## src/rtl/control_sequencer.sv

```systemverilog
// Multi-cycle RV32I control sequencer: latches the datapath instruction into IR, decodes it,
// and paces register, memory and PC updates through FETCH/EXEC/MEM/WB with a bounded memory wait.
`ifndef ALU_ADD
`define ALU_ADD  4'd0
`define ALU_SUB  4'd1
`define ALU_SLL  4'd2
`define ALU_SLT  4'd3
`define ALU_SLTU 4'd4
`define ALU_XOR  4'd5
`define ALU_SRL  4'd6
`define ALU_SRA  4'd7
`define ALU_OR   4'd8
`define ALU_AND  4'd9
`define OP1_RS1  2'd0
`define OP1_PC   2'd1
`define OP1_ZERO 2'd2
`define WB_ALU   2'd0
`define WB_MEM   2'd1
`define WB_PC4   2'd2
`endif

module control_sequencer #(
    parameter int MEM_TIMEOUT = 8,
    parameter int CNT_W       = 32
) (
    input  logic             clk,
    input  logic             reset,
    input  logic [31:0]      instr,
    input  logic             dmem_ready,
    output logic [6:0]       opcode,
    output logic [4:0]       rd,
    output logic [2:0]       funct3,
    output logic [4:0]       rs1,
    output logic [4:0]       rs2,
    output logic [6:0]       funct7,
    output logic [19:0]      csr,
    output logic [3:0]       alu_ctrl,
    output logic [31:0]      imm_out,
    output logic             reg_write,
    output logic             mem_read,
    output logic             mem_write,
    output logic             alu_src,
    output logic [1:0]       op1_sel,
    output logic [1:0]       wb_sel,
    output logic             is_branch,
    output logic             is_jal,
    output logic             is_jalr,
    output logic             pc_en,
    output logic             halted,
    output logic             illegal,
    output logic             bus_err,
    output logic [CNT_W-1:0] retired_count
);

    localparam int TW = $clog2(MEM_TIMEOUT + 1);
    localparam logic [TW-1:0] WAIT_LAST = TW'(MEM_TIMEOUT - 1);

    localparam logic [31:0] NOP    = 32'h0000_0013;
    localparam logic [31:0] ECALL  = 32'h0000_0073;
    localparam logic [31:0] EBREAK = 32'h0010_0073;

    localparam logic [6:0] OPC_LUI    = 7'b0110111;
    localparam logic [6:0] OPC_AUIPC  = 7'b0010111;
    localparam logic [6:0] OPC_JAL    = 7'b1101111;
    localparam logic [6:0] OPC_JALR   = 7'b1100111;
    localparam logic [6:0] OPC_BRANCH = 7'b1100011;
    localparam logic [6:0] OPC_LOAD   = 7'b0000011;
    localparam logic [6:0] OPC_STORE  = 7'b0100011;
    localparam logic [6:0] OPC_OPIMM  = 7'b0010011;
    localparam logic [6:0] OPC_OP     = 7'b0110011;
    localparam logic [6:0] OPC_SYSTEM = 7'b1110011;

    typedef enum logic [2:0] {S_FETCH, S_EXEC, S_MEM, S_WB, S_HALT} state_t;

    state_t        state, state_nxt;
    logic [31:0]   ir;
    logic [TW-1:0] wait_cnt;
    logic          set_illegal, set_bus_err;

    logic dec_legal, dec_load, dec_store, dec_writes_rd, dec_system;
    logic dec_branch, dec_jal, dec_jalr;

    assign opcode = ir[6:0];
    assign rd     = ir[11:7];
    assign funct3 = ir[14:12];
    assign rs1    = ir[19:15];
    assign rs2    = ir[24:20];
    assign funct7 = ir[31:25];
    assign csr    = ir[31:12];
    assign halted = (state == S_HALT);

    // Decode is a pure function of IR, so it holds steady from EXEC until the next fetch.
    always_comb begin
        // NOTE: every output gets a default before the case so no path can infer a latch.
        dec_legal     = 1'b1;
        dec_load      = 1'b0;
        dec_store     = 1'b0;
        dec_writes_rd = 1'b0;
        dec_system    = 1'b0;
        dec_branch    = 1'b0;
        dec_jal       = 1'b0;
        dec_jalr      = 1'b0;
        alu_ctrl      = `ALU_ADD;
        alu_src       = 1'b0;
        op1_sel       = `OP1_RS1;
        wb_sel        = `WB_ALU;
        imm_out       = '0;
        case (opcode)
            OPC_LUI, OPC_AUIPC: begin
                dec_writes_rd = 1'b1;
                alu_src       = 1'b1;
                op1_sel       = (opcode == OPC_LUI) ? `OP1_ZERO : `OP1_PC;
                imm_out       = {ir[31:12], 12'b0};
            end
            OPC_JAL: begin
                dec_writes_rd = 1'b1;
                dec_jal       = 1'b1;
                wb_sel        = `WB_PC4;
                imm_out       = {{11{ir[31]}}, ir[31], ir[19:12], ir[20], ir[30:21], 1'b0};
            end
            OPC_JALR: begin
                dec_legal     = (funct3 == 3'b000);
                dec_writes_rd = 1'b1;
                dec_jalr      = 1'b1;
                alu_src       = 1'b1;
                wb_sel        = `WB_PC4;
                imm_out       = {{20{ir[31]}}, ir[31:20]};
            end
            OPC_BRANCH: begin
                dec_legal  = (funct3 != 3'b010) && (funct3 != 3'b011);
                dec_branch = 1'b1;
                alu_ctrl   = `ALU_SUB;
                imm_out    = {{19{ir[31]}}, ir[31], ir[7], ir[30:25], ir[11:8], 1'b0};
            end
            OPC_LOAD: begin
                dec_legal     = (funct3 != 3'b011) && (funct3 != 3'b110) && (funct3 != 3'b111);
                dec_load      = 1'b1;
                dec_writes_rd = 1'b1;
                alu_src       = 1'b1;
                wb_sel        = `WB_MEM;
                imm_out       = {{20{ir[31]}}, ir[31:20]};
            end
            OPC_STORE: begin
                dec_legal = (funct3 <= 3'b010);
                dec_store = 1'b1;
                alu_src   = 1'b1;
                imm_out   = {{20{ir[31]}}, ir[31:25], ir[11:7]};
            end
            OPC_OPIMM, OPC_OP: begin
                dec_writes_rd = 1'b1;
                alu_src       = (opcode == OPC_OPIMM);
                imm_out       = (opcode == OPC_OPIMM) ? {{20{ir[31]}}, ir[31:20]} : '0;
                case (funct3)
                    3'b000: alu_ctrl = (opcode == OPC_OP && ir[30]) ? `ALU_SUB : `ALU_ADD;
                    3'b001: alu_ctrl = `ALU_SLL;
                    3'b010: alu_ctrl = `ALU_SLT;
                    3'b011: alu_ctrl = `ALU_SLTU;
                    3'b100: alu_ctrl = `ALU_XOR;
                    3'b101: alu_ctrl = ir[30] ? `ALU_SRA : `ALU_SRL;
                    3'b110: alu_ctrl = `ALU_OR;
                    default: alu_ctrl = `ALU_AND;
                endcase
                // Shift-immediates carry a 5-bit shamt; funct7 only qualifies shifts and SUB/SRA.
                if (opcode == OPC_OPIMM && (funct3 == 3'b001 || funct3 == 3'b101)) begin
                    imm_out   = {27'b0, ir[24:20]};
                    dec_legal = (funct7 == 7'h00) || (funct7 == 7'h20 && funct3 == 3'b101);
                end else if (opcode == OPC_OP) begin
                    dec_legal = (funct7 == 7'h00) ||
                                (funct7 == 7'h20 && (funct3 == 3'b000 || funct3 == 3'b101));
                end
            end
            OPC_SYSTEM: begin
                dec_system = (ir == ECALL) || (ir == EBREAK);
                dec_legal  = dec_system;
            end
            default: dec_legal = 1'b0;
        endcase
    end

    always_comb begin
        state_nxt   = state;
        reg_write   = 1'b0;
        mem_read    = 1'b0;
        mem_write   = 1'b0;
        pc_en       = 1'b0;
        is_branch   = 1'b0;
        is_jal      = 1'b0;
        is_jalr     = 1'b0;
        set_illegal = 1'b0;
        set_bus_err = 1'b0;
        case (state)
            S_FETCH: state_nxt = S_EXEC;
            S_EXEC: begin
                if (!dec_legal) begin
                    state_nxt   = S_HALT;
                    set_illegal = 1'b1;
                end else if (dec_system) begin
                    state_nxt = S_HALT;
                end else if (dec_load || dec_store) begin
                    state_nxt = S_MEM;
                end else begin
                    state_nxt = S_WB;
                end
            end
            S_MEM: begin
                mem_read  = dec_load;
                mem_write = dec_store;
                if (dmem_ready) begin
                    state_nxt = S_WB;
                end else if (wait_cnt == WAIT_LAST) begin
                    state_nxt   = S_HALT;
                    set_bus_err = 1'b1;
                end
            end
            S_WB: begin
                pc_en     = 1'b1;
                reg_write = dec_writes_rd && (rd != 5'd0);
                is_branch = dec_branch;
                is_jal    = dec_jal;
                is_jalr   = dec_jalr;
                state_nxt = S_FETCH;
            end
            S_HALT: state_nxt = S_HALT;
            default: state_nxt = S_FETCH;
        endcase
    end

    // NOTE: sequential state uses non-blocking assignments so every register samples pre-edge values.
    always_ff @(posedge clk or posedge reset) begin
        if (reset) begin
            state         <= S_FETCH;
            ir            <= NOP;
            wait_cnt      <= '0;
            illegal       <= 1'b0;
            bus_err       <= 1'b0;
            retired_count <= '0;
        end else begin
            state   <= state_nxt;
            illegal <= illegal | set_illegal;
            bus_err <= bus_err | set_bus_err;
            if (state == S_FETCH) begin
                ir <= instr;
            end
            if (state != S_MEM) begin
                wait_cnt <= '0;
            end else if (!dmem_ready) begin
                wait_cnt <= wait_cnt + 1'b1;
            end
            // ECALL/EBREAK retire on their way into S_HALT; faults never retire.
            if (state == S_WB || (state == S_EXEC && dec_legal && dec_system)) begin
                retired_count <= retired_count + CNT_W'(1);
            end
        end
    end

endmodule

```

## config.mk

```make
export PLATFORM = sky130hd
export DESIGN_NAME = control_sequencer
export DESIGN_NICKNAME = d
export VERILOG_FILES = /design/src/rtl/control_sequencer.sv
export SDC_FILE = /design/constraint.sdc
export NUM_CORES = 1
export LEC_CHECK = 0
export ABC_CLOCK_PERIOD_IN_PS = 3700
export BUFFER_PORTS_ARGS = -buffer_cell sky130_fd_sc_hd__buf_4
export CAP_MARGIN = 20
export CORE_MARGIN = 2
export CORE_UTILIZATION = 52
export DETAILED_ROUTE_END_ITERATION = 10
export PLACE_DENSITY = 0.85
export SKIP_LAST_GASP = 1
export SYNTH_ARGS = -nofsm -noshare
export SYNTH_HDL_FRONTEND = slang
export SYNTH_SLANG_ARGS = --single-unit
```

## constraint.sdc

```tcl
create_clock -name clk -period 3.7 [get_ports clk]
set_input_delay 0.74 -clock clk [delete_from_list [all_inputs] [get_ports clk]]
set_output_delay 0.74 -clock clk [all_outputs]
set_load 0.005 [all_outputs]
```

==> results of run 1 <==
-- logic make-up after synthesis --
| family | Yosys count | synth area share |
|---|---|---|
| AO/OA/AOI/OAI | 57 | 0.108 |
| AND/OR/NAND/NOR | 128 | 0.180 |
| multiplexers | 35 | 0.0991 |
| adder cells (fa/ha/maj) | 2 | 0.00631 |
| buffers and inverters | 47 | 0.0675 |
| flip-flops | 73 | 0.462 |
| XOR/XNOR | 35 | 0.0773 |
-- metrics by stage --
stage          hold slack [ns]  power (mW)
6_report                 0.436        3.42
5_1_grt                  0.473        3.62
4_1_cts                  0.447        3.43
3_5_place_dp             0.459        2.82
3_3_place_gp             0.453        2.78
2_1_floorplan            0.459        2.18
-- cells in the mapped netlist (all sizes together), types with 2 or more instances --
| library cell | count |
|---|---|
| nor4 | 5 |
| nand4b | 2 |
| and3b | 3 |
| a21o | 20 |
| dfstp | 3 |
| and4 | 5 |
| o2111ai | 2 |
| mux2 | 34 |
| xor2 | 8 |
| clkbuf | 13 |
| nand2b | 5 |
| and2 | 5 |
| a31oi | 3 |
| o211ai | 3 |
| a22o | 4 |
| nor2 | 25 |
| nand3 | 16 |
| o31ai | 2 |
| xnor2 | 27 |
| nand2 | 23 |
| nand4 | 9 |
| o21ai | 12 |
| nor2b | 10 |
| inv | 8 |
| and3 | 7 |
| ha | 2 |
| a211oi | 3 |
| nor3 | 5 |
| dfrtp | 70 |
| buf | 26 |
| a21oi | 3 |
-- per-layer routing --
metal / up-vias / wire (um) / global-route usage
met2: 180 / 5650 / 0.480
met3: 19 / 945 / 0.0763
li1: 1603 / - / -
met4: 0 / 219 / 0.0896
met1: 1692 / 4300 / 0.323
met5: - / 0 / 0
-- worst max path at each step --
stage | startpoint | end | slack, ns | cells after the start
2_1_floorplan | ir[2] | imm_out[20] | 0.93 | 9
6_report | ir[3] | imm_out[20] | 0.26 | 8
3_3_place_gp | ir[2] | imm_out[14] | 0.80 | 6
4_1_cts | ir[3] | imm_out[14] | 0.28 | 6
3_5_place_dp | ir[3] | imm_out[14] | 0.67 | 6
5_1_grt | ir[5] | imm_out[14] | 0.05 | 6
-- sequential cells by signal, indices dropped and copies added (netlist names) --
| register | flops |
|---|---|
| wait_cnt | 4 |
| ir | 32 |
| illegal | 1 |
| bus_err | 1 |
| retired_count | 32 |
| state | 3 |
-- cell type report --
class	instances	area (um2)	area share
Timing Repair Buffer	175	1310	0.245
Inverter	8	30.0	0.00561
Sequential cell	73	1830	0.342
Clock buffer	9	124	0.0231
Tap cell	99	124	0.0231
Multi-Input combinational cell	257	1870	0.350
Clock inverter	7	61.3	0.0114
-- power groups by stage --
stage / sequential (mW) / clock (mW) / combinational (mW)
after floorplan: 1.24 / 0 / 0.931
after global placement: 1.39 / 0 / 1.39
after detailed placement: 1.40 / 0 / 1.42
after CTS: 1.40 / 0.606 / 1.42
after global routing: 1.45 / 0.644 / 1.53
final: 1.41 / 0.591 / 1.41
==> results.ini, run 1 <==
[sta]
fin_crit_sh=0.929
clock_skew_ns=0.00859
finalSetupTns_ns=0
fmax_ghz=0.291
fin_ws_ns=0.262
fin_crit_ns=3.44
timing.slew.headroom=0.461
tightest_slew_ns=0.805
rsz0062_at_grt=false
slew_viol_final=0
setup_viol=0
hold_viol_final=0

[synthesis]
yosys_register_bits=73
synth.cell_area_um2=3970
synth_top_flop_cell=dfrtp_1
avgSynthCellArea_um2=10.5
synthCells=377
ys_types=50
async_flop_share=1.00
synth_edf_count=0
synth.top_cell.area_share=0.442
synth_area_leaders=dfrtp_1 (44%), mux2_2 (9.7%), xnor2_1 (6.0%)
ys_warn_count=0
synth_top_cell_by_area=dfrtp_1
synthesis.nets=414
synth-seq-area-share=0.462

[finish]
syn_to_final_growth_pct=35.1
n_antenna_cell=0
final_common_cell=buf_4
final_cell_mix=buf_4 (175), dfrtp_1 (70), mux2_2 (34)
fin_area_um2=5360
stdcell_count=628
final_nets=561
postLayoutCoreUtil=0.731
drive_gt1_frac=0.452
num-fill-cells=534

[die]
die_w_um=91.3
core_um2=7330
initial_core_util=0.541
die_y_um=91.3
die_area_um2=8340
io_pins=170
rows=31

[worst_setup_path]
path_class=flip-flop to output port
crit_slowest_cell=dfrtp_1
cp_cell_sequence=nand4bb_1 -> nor2_1 -> nand2_1 -> and3_1 -> nor2_1 -> buf_4 -> a21o_1 -> buf_4
rr_startpoint=ir[13]
start_kind=flip-flop
critPathMaxFanout=11
critical_path_arrival_ns=2.70
rr_worst_depth=6
crit_family=simple AND/OR/NAND/NOR gates
end_kind=output port
rr_endpoint=retired_count[29]
critPathRequiredTime_ns=2.96
path_buf_inv=2
cpPeakStageDelay_ns=0.49
reg2reg_slack_ns=0.86

[clock_tree]
cts_root_buffer=clkbuf_8
clockBufferDepth=2
h-tree-depth=3
cts_tree=done
ctsHoldBuffers=0
postCtsResizedCells=0
insertion_delay_ns=0.35
post_cts_buffers=0
clkTransAtPathRegs_ns=0.09
cts_sinks=73
cts_inserted_buffers=9

[power]
switching_share=0.380
intPower_mw=2.12
switchingPower_mw=1.30
clock_power_share=0.173
combPwrFrac=0.413
ir_worst_vdd_mv=0.543
power_density_nw_per_um2=638
power_frac_seq=0.414
p_leak_nw=2.73

[routing]
drtPass1Iterations=5
viasPerCell=5.56
vias=3494
wl_per_cell_um=17.7
ant_nets=0
drc=0
wl_mm=11.1
drtIter0Drc=161

[placement]
dp_hpwl_mm=8.33
port_buffers=169
place_ws_ns=0.674
placed_area_um2=5170
numPlacedInstances=612
gp_congestion=0.928

[global_route]
antenna_found_initial=0
grt_max_degree=35
grt_overflow=0
grt_pass1_wl_mm=18.0
grt_pass1_vias=3586
grt_use_total=0.274

[hold_path]
min_path_type=input pin to async pin

[run]
cap_violations=0

[run_status]
status=finished clean

No activity file was read; power rests on OpenSTA's default activity.
==> inputs of run 2 (changes only) <==
==> constraint.sdc (replaced) <==
create_clock -name clk -period 3.7 [get_ports clk]
set_input_delay 0.74 -clock clk [delete_from_list [all_inputs] [get_ports clk]]
set_output_delay 0.74 -clock clk [all_outputs]
set_load 0.1 [all_outputs]
==> run 2 against run 1 <==
Wire length increased by 1.7%. Critical path type unchanged. Cell count rose by 0.16%. Critical endpoint is now imm_out[29]. Global-route usage decreased by 0.070 points.
==> results.ini, run 2 (synthesis results as in run 1) <==
[run_status]
status=finished clean

[die]
initial_core_util=0.541
die_w_um=91.3
die_y_um=91.3
die_area_um2=8340
io_pins=170
core_um2=7330
rows=31

[sta]
slew_viol_final=0
fin_ws_ns=0.173
fin_crit_sh=0.953
tightest_slew_ns=0.701
hold_viol_final=0
clock_skew_ns=0.0117
fin_crit_ns=3.53
timing.slew.headroom=0.528
rsz0062_at_grt=false
setup_viol=0
fmax_ghz=0.283

[worst_setup_path]
critPathMaxFanout=7
start_kind=flip-flop
reg2reg_slack_ns=0.78
critical_path_arrival_ns=2.79
critPathRequiredTime_ns=2.96
end_kind=output port
path_class=flip-flop to output port

[routing]
wl_mm=11.3
wl_per_cell_um=18.0
drtPass1Iterations=4
viasPerCell=5.59
drtIter0Drc=135
ant_nets=0
vias=3519
drc=0

[global_route]
grt_max_degree=74
grtUsageMet1=0.342
grt_pass1_wl_mm=18.0
grt_busiest_layer=met2
antenna_found_initial=0
met3_usage=0.0664
grt_use_total=0.273
grt_overflow=0
grt_util_met2=0.459
grt_pass1_vias=3507

[clock_tree]
h-tree-depth=3
insertion_delay_ns=0.35
postCtsResizedCells=0
clockBufferDepth=2
ctsHoldBuffers=0
cts_sinks=73
cts_tree=done
post_cts_buffers=0
cts_root_buffer=clkbuf_8
cts_inserted_buffers=9
clkTransAtPathRegs_ns=0.09

[placement]
gp_congestion=0.848
placed_area_um2=5300
port_buffers=169
dp_hpwl_mm=8.35
place_ws_ns=0.547
numPlacedInstances=613

[finish]
fin_area_um2=5490
drive_gt1_frac=0.498
stdcell_count=629
reg.largest.list=ir: 32 flops, retired_count: 32 flops, wait_cnt: 4 flops
final_common_cell=buf_4
syn_to_final_growth_pct=38.3
final_nets=562
n_antenna_cell=0
final_cell_mix=buf_4 (175), dfrtp_1 (67), mux2_2 (34)

[run]
cap_violations=0

[hold_path]
min_path_type=input pin to async pin

## run 2: path summary, 6_finish.rpt
check                      startpoint                end  cells past startpoint
setup / recovery                ir[1]        imm_out[29]                      8
setup reg to reg                ir[8]  retired_count[29]                      6
hold / removal                  reset   retired_count[4]                      3
max in group asynchronous       reset              ir[4]                      3
hold reg to reg               bus_err            bus_err                      1
min in group clk              bus_err            bus_err                      1
## run 2: metal layers
metal / up-vias / routed length, um / share of wire
met5: - / 0 / 0
met4: 0 / 214 / 0.019
met3: 25 / 855 / 0.076
met2: 161 / 5620 / 0.50
met1: 1725 / 4620 / 0.41
li1: 1608 / - / -
## run 2: through the flow
step / utilization / hold WS, ns / TNS [ns]
3_5_place_dp: 0.723 / 0.458 / 0
4_1_cts: 0.748 / 0.481 / 0
5_1_grt: 0.748 / 0.505 / 0
6_report: 0.748 / 0.466 / 0
3_3_place_gp: 0.723 / 0.451 / 0
2_1_floorplan: - / 0.497 / -2.06
## run 2: layout make-up
cell class | instances | area (um2)
Inverter | 8 | 33.8
Sequential cell | 73 | 1840
Multi-Input combinational cell | 257 | 1970
Tap cell | 99 | 124
Fill cell | 517 | 1850
Timing Repair Buffer | 176 | 1330
Clock buffer | 9 | 124
Clock inverter | 7 | 60.1
## run 2: worst max-delay path, stage by stage, from the launching register on
cell       delay, ns
dfstp_4         0.66
nand4bb_4       0.16
or2_2           0.36
nand2b_1        0.22
and3_1          0.30
nor2_1          0.18
buf_4           0.18
a21o_1          0.10
buf_4           0.28
Power of run 2 is left out: the tool's default activity adds up to more than one toggle a clock period on the data nets, which glitch-free logic cannot reach.
